<file path="src/rtl/cla_pkg.sv">
// Shared types and helpers for the iterative carry-lookahead add/sub unit.
package cla_pkg;

  typedef enum logic [1:0] {
    IDLE = 2'd0,
    RUN  = 2'd1,
    DONE = 2'd2
  } state_e;

  localparam int GROUP_DEF = 4;

  // Slice counter width; a single-slice datapath still needs one bit.
  function automatic int cnt_w(input int ngrp);
    return (ngrp > 1) ? $clog2(ngrp) : 1;
  endfunction

endpackage

</file>
<file path="src/rtl/cla_group.sv">
// Combinational GROUP-bit carry-lookahead slice.
module cla_group #(
  parameter int GROUP = 4
) (
  input  logic [GROUP-1:0] a,
  input  logic [GROUP-1:0] b,
  input  logic             cin,
  output logic [GROUP-1:0] sum,
  output logic             cout
);

  logic [GROUP-1:0] g;
  logic [GROUP-1:0] p;
  logic [GROUP:0]   c;
  logic             t;
  logic             pp;

  assign g = a & b;
  assign p = a ^ b;

  // Each carry is a flat sum of generate terms gated by propagate chains.
  always_comb begin
    c    = '0;
    t    = 1'b0;
    pp   = 1'b1;
    c[0] = cin;
    for (int i = 0; i < GROUP; i++) begin
      t  = 1'b0;
      pp = 1'b1;
      for (int j = i; j >= 0; j--) begin
        t  = t | (g[j] & pp);
        pp = pp & p[j];
      end
      c[i+1] = t | (pp & cin);
    end
  end

  assign sum  = p ^ c[GROUP-1:0];
  assign cout = c[GROUP];

endmodule

</file>
<file path="src/rtl/cla_addsub_seq.sv">
// Iterative add/subtract: one lookahead slice per cycle, carry registered
// between slices, valid/ready on both sides with carry/overflow/zero flags.
module cla_addsub_seq
  import cla_pkg::*;
#(
  parameter int WIDTH = 8,
  parameter int GROUP = GROUP_DEF
) (
  input  logic             clk,
  input  logic             rst,
  input  logic             in_valid,
  output logic             in_ready,
  input  logic             sub,
  input  logic             c_in,
  input  logic [WIDTH-1:0] a,
  input  logic [WIDTH-1:0] b,
  output logic             out_valid,
  input  logic             out_ready,
  output logic [WIDTH-1:0] result,
  output logic             c_out,
  output logic             overflow,
  output logic             zero
);

  localparam int NGRP = WIDTH / GROUP;
  localparam int CW   = cnt_w(NGRP);

  state_e           state_q, state_d;
  logic [CW-1:0]    k_q, k_d;
  logic             carry_q, carry_d;
  logic [WIDTH-1:0] a_q, a_d;
  logic [WIDTH-1:0] bx_q, bx_d;
  logic [WIDTH-1:0] sh_q, sh_d;
  logic [WIDTH-1:0] result_q, result_d;
  logic             c_out_q, c_out_d;
  logic             ovf_q, ovf_d;
  logic             zero_q, zero_d;

  logic [GROUP-1:0] ga, gb, gs;
  logic             gc;
  logic [WIDTH-1:0] sh_w;

  assign ga = a_q[int'(k_q)*GROUP +: GROUP];
  assign gb = bx_q[int'(k_q)*GROUP +: GROUP];

  cla_group #(
    .GROUP(GROUP)
  ) u_grp (
    .a   (ga),
    .b   (gb),
    .cin (carry_q),
    .sum (gs),
    .cout(gc)
  );

  always_comb begin
    state_d  = state_q;
    k_d      = k_q;
    carry_d  = carry_q;
    a_d      = a_q;
    bx_d     = bx_q;
    sh_d     = sh_q;
    result_d = result_q;
    c_out_d  = c_out_q;
    ovf_d    = ovf_q;
    zero_d   = zero_q;
    sh_w     = sh_q;
    sh_w[int'(k_q)*GROUP +: GROUP] = gs;

    unique case (state_q)
      IDLE: begin
        if (in_valid) begin
          a_d     = a;
          bx_d    = sub ? ~b : b;
          carry_d = sub ? ~c_in : c_in;
          k_d     = '0;
          state_d = RUN;
        end
      end
      RUN: begin
        sh_d    = sh_w;
        carry_d = gc;
        k_d     = k_q + 1'b1;
        // Visible outputs only move once the top slice lands.
        if (k_q == CW'(NGRP-1)) begin
          k_d      = '0;
          state_d  = DONE;
          result_d = sh_w;
          c_out_d  = gc;
          ovf_d    = (a_q[WIDTH-1] == bx_q[WIDTH-1]) &&
                     (sh_w[WIDTH-1] != a_q[WIDTH-1]);
          zero_d   = (sh_w == '0);
        end
      end
      DONE: begin
        if (out_ready) state_d = IDLE;
      end
      default: state_d = IDLE;
    endcase
  end

  always_ff @(posedge clk or posedge rst) begin
    if (rst) begin
      state_q  <= IDLE;
      k_q      <= '0;
      carry_q  <= 1'b0;
      a_q      <= '0;
      bx_q     <= '0;
      sh_q     <= '0;
      result_q <= '0;
      c_out_q  <= 1'b0;
      ovf_q    <= 1'b0;
      zero_q   <= 1'b0;
    end else begin
      state_q  <= state_d;
      k_q      <= k_d;
      carry_q  <= carry_d;
      a_q      <= a_d;
      bx_q     <= bx_d;
      sh_q     <= sh_d;
      result_q <= result_d;
      c_out_q  <= c_out_d;
      ovf_q    <= ovf_d;
      zero_q   <= zero_d;
    end
  end

  assign in_ready  = (state_q == IDLE);
  assign out_valid = (state_q == DONE);
  assign result    = result_q;
  assign c_out     = c_out_q;
  assign overflow  = ovf_q;
  assign zero      = zero_q;

endmodule
</file>
<file path="config.mk">
export PLATFORM = sky130hd
export DESIGN_NAME = cla_addsub_seq
export DESIGN_NICKNAME = d
export VERILOG_FILES = /design/src/rtl/cla_pkg.sv /design/src/rtl/cla_group.sv /design/src/rtl/cla_addsub_seq.sv
export SDC_FILE = /design/constraint.sdc
export NUM_CORES = 1
export LEC_CHECK = 0
export CAP_MARGIN = 20
export CORE_MARGIN = 10
export CORE_UTILIZATION = 52
export CTS_BUF_LIST = sky130_fd_sc_hd__clkbuf_8
export DETAILED_ROUTE_END_ITERATION = 10
export GPL_TIMING_DRIVEN = 0
export HOLD_SLACK_MARGIN = 0.15
export PLACE_DENSITY = 0.89
export SYNTH_ARGS = -nofsm -noshare
export SYNTH_HDL_FRONTEND = slang
export SYNTH_SLANG_ARGS = --single-unit
</file>
<file path="constraint.sdc">
create_clock -name clk -period 3.1 [get_ports clk]
set_clock_uncertainty 0.15 [all_clocks]
set_input_delay 0.93 -clock clk [delete_from_list [all_inputs] [get_ports clk]]
set_output_delay 0.93 -clock clk [all_outputs]
set_load 0.005 [all_outputs]
</file>
==> impl.org <==
** Status
- Outcome :: finished, final reports clean

** Critical path
- Of all nets on the critical path, the largest fanout is 6.
- Number of buffers and inverters on the critical path :: 2
- The cell family contributing the most delay on the critical path is buffers and inverters.
- Sort of element at the end of the critical path :: primary output
- The largest single stage delay on the critical path is 490 ps.
- Among all stages on the critical path, the largest delay is contributed by clkdlybuf4s50_1.
- Worst path required time :: 2020 ps
- The startpoint identified for the worst register-to-register timing path is k_q$_DFFE_PP0P_.
- Data arrives at the worst endpoint at 1460 ps.
- The critical path goes through nand2b_1 -> inv_1 -> clkdlybuf4s50_1.
- Worst Reg-to-Reg Cells :: 7
- Worst R2R Setup Slack :: 630 ps
- Setup CP Type :: reg -> out
- Critical Path Start Type :: flip-flop
- Crit Reg-Reg Endpoint :: zero$_DFFE_PP0P_

** Floorplanning
- 35 I/O pins were placed.
- The die covers 0.00597 mm2.
- Effective utilization at floorplan :: 54.9%
- The die is 77.2 um tall.
- Row generation in the floorplan step produced 20 rows.
- In this run the standard cell core region covers 0.00310 mm2.
- Die Width :: 77.2 um

** Yosys
- In this run, synthesis produced a sequential element count of 35.
- Count of different cell masters after synthesis :: 34
- Synthesized instance count :: 148
- Sequential cells were found to cover 51.4% of the synthesized design area.
- For this run, the leading register cell type out of synthesis is dfrtp_1.
- Counting flops with a built-in enable in the synthesized netlist gives 0.
- The top cell type by area accounts for 51.4% of the synthesized area.
- Xor/xnor share of the synthesized area :: 5.65%
- After synthesis, the share of cell area in mux cells is 16.2%.
- When the netlist entered floorplanning its net count stood at 175.
- The synthesized netlist devotes 9.10% of its cell area to compound gates.
- Synth warnings :: 0
- Summing the areas of all and, or, nand and nor instances in the mapped netlist gives 10.1% of the synthesized area.
- Cell taking the most area after synthesis :: dfrtp_1
- Async SR Flop Fraction :: 100%
- Cell types with the largest area share after synthesis :: dfrtp_1, mux2_2, xnor2_1
- Area share of fa/ha/maj cells after synthesis :: 4.11%
- Combinational family with the most area after synthesis :: multiplexers
- Mean instance size in the synthesized netlist :: 11.5 um2
- The synthesized netlist occupies a cell area of 0.00170 mm2.

** Drt
- Across all layers, the routed design uses 1,243 vias.
- The detailed router finished its first iteration with 62 violations.
- DR DRC count :: 0
- Average wire per cell in the routed design :: 15.4 um
- First-pass iteration count of the detailed router :: 4
- Final wirelength :: 3610 um
- In this run the remaining antenna-violating nets after routing total 0.
- Dividing the detail-routed via count by the number of cells gives 5.31.

** CTS
- The number of setup buffers added after CTS is 0.
- The clock drives 35 sinks.
- TritonCTS built the clock tree.
- Post-cts gate resize count :: 0
- Max H-tree Level :: 2
- Counting along the longest clock path gives a buffer depth of 2.
- Clock-pin slew was measured on the worst setup and hold paths at 70 ps.
- CTS placed an instance of clkbuf_8 at the clock tree root.
- Buffers inserted to repair hold after CTS numbered 0.
- At the later pin of the worst-skew pair, clock insertion delay measures 290 ps.
- Buffers inserted during clock tree synthesis total 5.

** STA
- For the pin with the worst max-slew slack, the measured transition is 655 ps.
- Setup repair after global routing missed its margin :: false
- Final number of setup-violating endpoints :: 0
- The worst path needs 2540 ps of the cycle, external delays included.
- Achievable frequency :: 393 MHz
- The max-slew violation total from the final report is 0.
- Final hold vios :: 0
- The worst pin sits at a relative slew slack of 56.3%.
- Final worst path period share :: 82.1%
- Adding up every negative setup slack in the final design gives 0 ps.

** Final layout
- The number of antenna diodes in the final layout is 0.
- Final core area utilization :: 72.6%
- Final cell count without fillers :: 234
- Proportion of layout cells with a drive suffix above 1 :: 22.6%
- Net count reported at finish :: 216
- Compared with the post-synthesis result, the final layout area differs by 32.2%.

** Worst hold path
- The startpoint identified for the worst hold timing path is result[7]$_DFFE_PP0P_.
- The worst hold path passes through 2 cells.
- Hold EP :: result[7]$_DFFE_PP0P_
- The min-delay analysis places its worst path in the category reg -> reg.

** Placement
- Cells after DPL :: 226
- Detailed placement ended at an HPWL of 2810 um.
- Placer's final routability congestion estimate :: 0.829
- In this run the tool buffered the top-level ports with 33 buffer cells.

** GRT
- Total grt overflow :: 0
- Antenna violations before repair :: 0
- Global-route wire length before repair :: 5930 um
- The via count of the first global-routing pass was 1,309.
- Global routing used 11.9% of the available tracks across all layers.
- Entering global routing, the biggest net connects 22 pins.

** Power
- PwrDens :: 1220 mW/mm2
- IR analysis of the VDD net gives a maximum drop of 0.824 mV.
- Lkg Pwr :: 0.962 nW

** Run
- Total of max-cap violations :: 0
==> where the power goes <==
group | switching (W) | total (W) | internal [W]
combinational | 0.000688 | 0.00143 | 0.000740
sequential | 0.000142 | 0.000828 | 0.000686
clock | 0.000170 | 0.000491 | 0.000321
==> how the worst max path moves through the flow <==
stage | to | cells after the start | startpoint | slack, ps
final | out_valid | 3 | state_q[0]$_DFFE_PP0P_ | 560
after global routing | out_valid | 3 | state_q[0]$_DFFE_PP0P_ | 480
after CTS | out_valid | 3 | state_q[0]$_DFFE_PP0P_ | 550
after detailed placement | a_q[0]$_DFFE_PP0P_ | 5 | in_valid | 490
after global placement | a_q[0]$_DFFE_PP0P_ | 5 | in_valid | 490
after floorplan | zero$_DFFE_PP0P_ | 7 | k_q$_DFFE_PP0P_ | 870
==> logic make-up after synthesis <==
| group | count (synthesis) |
|---|---|
| mux | 24 |
| fa+ha+maj | 5 |
| simple gates | 35 |
| compound gates | 26 |
| flops | 35 |
| xor+xnor | 11 |
| buf+inv | 12 |
==> tightest hold or removal path, cell delays in order, from the launching register on <==
cell	delay [ps]
dfrtp_1	340
nand2_1	50
o21ai_0	60
==> synth_stat cells, types with 2 or more instances <==
master,instances
a21oi_1,11
buf_2,4
buf_4,2
dfrtp_1,35
ha_1,4
inv_1,4
mux2_2,21
mux2_4,2
nand2_1,10
nand2b_1,2
nor2_1,13
o21ai_0,9
xnor2_1,9
xor2_1,2
==> placed cells by master, fill, tap and decap left out, types with 4 or more instances in the layout <==
cell,synthesis,layout
mux2_2,21,21
nor2_1,13,13
a21oi_1,11,11
inv_1,4,4
o21ai_0,9,9
xnor2_1,9,9
clkdlybuf4s50_1,0,33
buf_2,4,4
dfrtp_1,35,35
ha_1,4,4
clkbuf_8,0,5
nand2_1,10,10
==> routing by layer <==
layer  vias up  part of all wire (%)  global-route usage (%)
met3         6                   7.4                    5.71
met1       606                    42                    13.0
li1        589                     -                       -
met2        42                    50                    20.8
met5         -                     0                       0
met4         0                  0.58                    2.01
==> flip-flops by register name, summed over array words and instances (netlist names) <==
signal    cells
overflow      1
sh_q          4
k_q           1
c_out         1
carry_q       1
bx_q          8
a_q           8
result        8
zero          1
state_q       2
==> through the flow <==
step	setup WS (ps)	power [W]	instance area (um2)	hold WS, ps
6_report	555	0.00275	2250	341
5_1_grt	476	0.00295	2250	374
4_1_cts	547	0.00276	2250	347
3_5_place_dp	494	0.00225	2120	330
3_3_place_gp	490	0.00216	2090	313
2_1_floorplan	869	0.00179	1700	309
==> layout make-up <==
type | count | area (um2)
plain buffers | 8 | 43.8
clock buffers | 5 | 68.8
clock inverters | 3 | 67.6
fillers | 239 | 850
inverters | 4 | 15.0
multi-input cells | 101 | 769
flip-flops and latches | 35 | 876
well taps | 44 | 55.1
repair buffers | 34 | 358
No activity file was read; power rests on OpenSTA's default activity.
